`src/rtl/shift_sequencer.sv`:
```
// Multi-cycle shift/rotate controller: one-bit step per clock, count steps.
// Ports: clk, reset, start, shiftOp, count, dataIn, carryIn -> busy, done, result, carryOut.

package shifterPkg;
   typedef enum logic [2:0] {
      SHL = 3'd0,
      SHR = 3'd1,
      SAR = 3'd2,
      ROL = 3'd3,
      ROR = 3'd4,
      RCL = 3'd5,
      RCR = 3'd6
   } shiftOpSel;
endpackage

module shift_sequencer
   import shifterPkg::*;
#(
   parameter int WIDTH = 32,
   parameter int CNT_W = 5
) (
   input  logic             clk,
   input  logic             reset,
   input  logic             start,
   input  shiftOpSel        shiftOp,
   input  logic [CNT_W-1:0] count,
   input  logic [WIDTH-1:0] dataIn,
   input  logic             carryIn,
   output logic             busy,
   output logic             done,
   output logic [WIDTH-1:0] result,
   output logic             carryOut
);

   typedef enum logic [1:0] {
      IDLE  = 2'd0,
      SHIFT = 2'd1,
      DONE  = 2'd2
   } state_t;

   state_t           r_state;
   state_t           w_next;
   shiftOpSel        r_op;
   logic [WIDTH-1:0] r_data;
   logic             r_carry;
   logic [CNT_W-1:0] r_rem;

   logic             w_accept;
   logic             w_stepEn;
   logic [WIDTH-1:0] w_stepData;
   logic             w_stepCarry;

   // start is only honoured outside SHIFT
   assign w_accept = start && (r_state != SHIFT);

   always_ff @(posedge clk) begin
      if (reset) begin
         r_state <= IDLE;
      end else begin
         r_state <= w_next;
      end
   end

   always_comb begin
      w_next = r_state;
      unique case (r_state)
         IDLE, DONE: begin
            if (start) begin
               w_next = (count == '0) ? DONE : SHIFT;
            end else begin
               w_next = IDLE;
            end
         end
         SHIFT: begin
            if (r_rem == CNT_W'(1)) begin
               w_next = DONE;
            end
         end
         default: w_next = IDLE;
      endcase
   end

   // One-bit shift stage; illegal encodings leave data/carry untouched
   always_comb begin
      w_stepEn    = 1'b1;
      w_stepData  = r_data;
      w_stepCarry = r_carry;
      case (r_op)
         SHL: begin
            w_stepCarry = r_data[WIDTH-1];
            w_stepData  = {r_data[WIDTH-2:0], 1'b0};
         end
         SHR: begin
            w_stepCarry = r_data[0];
            w_stepData  = {1'b0, r_data[WIDTH-1:1]};
         end
         SAR: begin
            w_stepCarry = r_data[0];
            w_stepData  = {r_data[WIDTH-1], r_data[WIDTH-1:1]};
         end
         ROL: begin
            w_stepCarry = r_data[WIDTH-1];
            w_stepData  = {r_data[WIDTH-2:0], r_data[WIDTH-1]};
         end
         ROR: begin
            w_stepCarry = r_data[0];
            w_stepData  = {r_data[0], r_data[WIDTH-1:1]};
         end
         RCL: begin
            w_stepCarry = r_data[WIDTH-1];
            w_stepData  = {r_data[WIDTH-2:0], r_carry};
         end
         RCR: begin
            w_stepCarry = r_data[0];
            w_stepData  = {r_carry, r_data[WIDTH-1:1]};
         end
         default: w_stepEn = 1'b0;
      endcase
   end

   always_ff @(posedge clk) begin
      if (reset) begin
         r_op    <= SHL;
         r_data  <= '0;
         r_carry <= 1'b0;
         r_rem   <= '0;
      end else if (w_accept) begin
         r_op    <= shiftOp;
         r_data  <= dataIn;
         r_carry <= carryIn;
         r_rem   <= count;
      end else if (r_state == SHIFT) begin
         r_rem <= r_rem - CNT_W'(1);
         if (w_stepEn) begin
            r_data  <= w_stepData;
            r_carry <= w_stepCarry;
         end
      end
   end

   assign result   = r_data;
   assign carryOut = r_carry;
   assign busy     = (r_state == SHIFT);
   assign done     = (r_state == DONE);

endmodule
```
`config.mk`:
```
export PLATFORM = sky130hd
export DESIGN_NAME = shift_sequencer
export DESIGN_NICKNAME = d
export VERILOG_FILES = /design/src/rtl/shift_sequencer.sv
export SDC_FILE = /design/constraint.sdc
export NUM_CORES = 1
export LEC_CHECK = 0
export CORE_MARGIN = 10
export CORE_UTILIZATION = 25
export CTS_BUF_LIST = sky130_fd_sc_hd__clkbuf_8
export CTS_CLUSTER_DIAMETER = 50
export DETAILED_ROUTE_END_ITERATION = 12
export PLACE_DENSITY = 0.56
export SETUP_SLACK_MARGIN = 0.02
export SLEW_MARGIN = 20
export SYNTH_ARGS = -nofsm -noshare
export SYNTH_HDL_FRONTEND = slang
export SYNTH_SLANG_ARGS = --single-unit
```
`constraint.sdc`:
```
create_clock -name clk -period 4.8 [get_ports clk]
set_clock_uncertainty 0.05 [all_clocks]
set_input_delay 0.48 -clock clk [delete_from_list [all_inputs] [get_ports clk]]
set_output_delay 0.48 -clock clk [all_outputs]
set_load 0.03 [all_outputs]
```
==> out/metrics.csv <==
stage,metric,value,unit
die,Core Area,11300,um2
clocking,CTS Root Cell,clkbuf_8,
worst_setup_path,CP Class,in2reg,
timing,Worst-Margin Slew,0.995,ns
timing,sum of negative setup slack,0,ns
synthesis,Post-synth EDFFs,0,
die,die height,127,um
finish,Final Cell Area,3790,um2
status,status,"finished, final reports clean",
clocking,CTS H-tree lvls,2,
finish,layout cells sized above 1,18.4,%
worst_setup_path,startpoint types,input pin,
detailed_routing,via/cell ratio,5.03,
detailed_routing,DR iter-0 viols,101,
finish,diode count,0,
synthesis,most frequent cell after synthesis,nor2_1,
synthesis,top area cells in the synthesized netlist,"dfxtp_1 (30%), o41ai_2 (14%), mux2_4 (13%)",
finish,nets@finish,409,
synthesis,"Cell Area, Synth",2870,um2
clocking,CTS Hold Bufs,0,
synthesis,"area leader, netlist",dfxtp_1,
hold_path,Min-Delay Path Class,reg2reg,
place,placed wire-length estimate,6000,um
clocking,Clock Sinks,43,
detailed_routing,drt total wl,8590,um
finish,area grow syn2layout,32.3,%
synthesis,Syn Nets,351,
place,PortBufs,78,
flow_run,maxcap violations,0,
synthesis,Post-synth top cells,"nor2_1 (45), dfxtp_1 (43), a21oi_1 (39), nand3b_1 (27)",
global_routing,grt total ovfl,0,
global_routing,vias in the first global route,2676,
timing,final cycle utilization of the critical path,56.9,%
detailed_routing,via count,2549,
detailed_routing,number of remaining DRC errors,0,
synthesis,Synth async-reset ratio,0,%
global_routing,initial antenna violation count,0,
detailed_routing,First-pass DRT Iterations,4,
clocking,CTS Buffer Depth,2,
timing,Fin. Hold Viols,0,
place,pre-CTS WS,1.80,ns
die,Initial Util,25.3,%
power_and_ir_drop,P_leak,1.49,nW
clocking,clock slew at reported path FFs,0.08,ns
global_routing,GR Util All Layers,10.2,%
finish,Filler Cells Inserted,1186,
detailed_routing,Antenna Nets Post-Route,0,
synthesis,"FF+latch count, synth",43,
synthesis,most common flop cell mapped by yosys,dfxtp_1,
power_and_ir_drop,PD cells,314,nW/um2
place,placed cell area,3690,um2
synthesis,Avg Inst Size Synth,9.39,um2
synthesis,share of the synthesized area in the top cell type,30.0,%
finish,utilization after layout,33.5,%
worst_setup_path,Max Fanout on Critical Path,22,
global_routing,first-pass GRT wire length,13800,um
synthesis,sequential fraction of the synthesis area,30.0,%
power_and_ir_drop,VDD IR max,0.000115,V
timing,RSZ-0062 raised after global routing,no,
worst_setup_path,Worst Reg-to-Reg Cells,4,
timing,Rel. slew slack,33.6,%
worst_setup_path,"Arr. time, crit path",2.88,ns
synthesis,yosys warns,0,
place,Final Wtd Congestion,0.794,
timing,max-slew violations,0,
synthesis,Yosys cell types,42,
worst_setup_path,Critical Path RT,4.95,ns
hold_path,hold depth,2,
clocking,post-CTS resize count,0,
worst_setup_path,crit end category,register,
timing,fin crit period,2.73,ns
die,row count,39,
die,die width,127,um
global_routing,largest net degree at the start of global routing,70,
clocking,postcts setup bufs,0,
synthesis,Post-Synthesis Cells,305,
clocking,worst skew pair latency,0.30,ns
timing,final worst slack,2.07,ns
detailed_routing,DR WL/cell,16.9,um
timing,Final Setup Violations,0,
clocking,CTS tree,yes,
die,io pins,79,
clocking,Num CTS Buffers,5,
timing,Max Clk Rate,366,MHz
die,Die ar.,16100,um2
## per-stage QoR
step | instances | hold WS [ns] | total power, mW
6_report | 507 | 0.461 | 1.19
2_1_floorplan | 305 | 0.418 | 0.787
5_1_grt | 507 | 0.468 | 1.26
3_3_place_gp | 499 | 0.437 | 0.936
3_5_place_dp | 499 | 0.439 | 0.942
4_1_cts | 507 | 0.452 | 1.21
## path summary, 6_finish.rpt
path                          from                       to  slack, ns
max reg2reg   r_op[0]$_SDFFE_PP0P_   result[6]$_SDFFE_PP0P_       2.39
min          r_rem[3]$_SDFFE_PP0N_    r_rem[3]$_SDFFE_PP0N_       0.46
min reg2reg  r_rem[3]$_SDFFE_PP0N_    r_rem[3]$_SDFFE_PP0N_       0.46
max                          start  result[31]$_SDFFE_PP0P_       2.07
## metal layers
layer | global-route usage (%) | up-vias | share of wire, %
li1 | - | 1250 | -
met1 | 13.4 | 1201 | 49
met2 | 15.7 | 88 | 43
met3 | 2.94 | 10 | 6.8
met4 | 2.88 | 0 | 1.0
met5 | 0 | - | 0
## kinds of logic (layout without fill, tap and decap cells)
logic type	after synthesis	count (layout)	synth area share [%]
compound gates	92	92	28.3
flops	43	43	30.0
fa+ha+maj	2	2	0.873
simple gates	98	98	18.5
xor+xnor	1	1	0.306
mux	32	32	15.5
buf+inv	37	96	6.46
## cell type report
cell class,count,area (um2),area share [%]
clock buffers,7,96.3,2.54
inverters,6,22.5,0.594
flip-flops and latches,43,861,22.7
clock inverters,1,3.75,0.0990
multi-input cells,225,1820,48.1
well taps,143,179,4.72
repair buffers,82,806,21.3
## registers in the layout, summed over array words and instances, names as in the netlist
register  flops
r_rem         5
r_op          3
r_state       2
carryOut      1
result       32
## layout by cell type (no fill, tap or decap), types with 2 or more instances in the layout
master	count
ha_1	2
a211oi_1	7
a21oi_1	39
nand3b_1	27
buf_4	4
mux2_4	25
nor2_1	45
nor3b_1	3
a2111oi_0	5
a22oi_1	2
o21ai_0	5
o41ai_2	24
dfxtp_1	43
mux2i_1	6
nor3_1	2
clkbuf_8	7
clkdlybuf4s50_1	77
inv_1	6
nor2b_1	2
o41ai_1	4
nand2_1	9
## report_power, final
group	total, mW	switching (mW)	internal [mW]
Combinational	0.487	0.250	0.236
Clock	0.258	0.129	0.129
Sequential	0.445	0.0456	0.400
## worst max-delay path, stage by stage
cell and delay (ns):
clkdlybuf4s50_1 0.76, buf_4 0.40, nand2_1 0.41, buf_4 0.37, o21ai_0 0.16, a221oi_1 0.28
(Power assumes the default switching activity.)
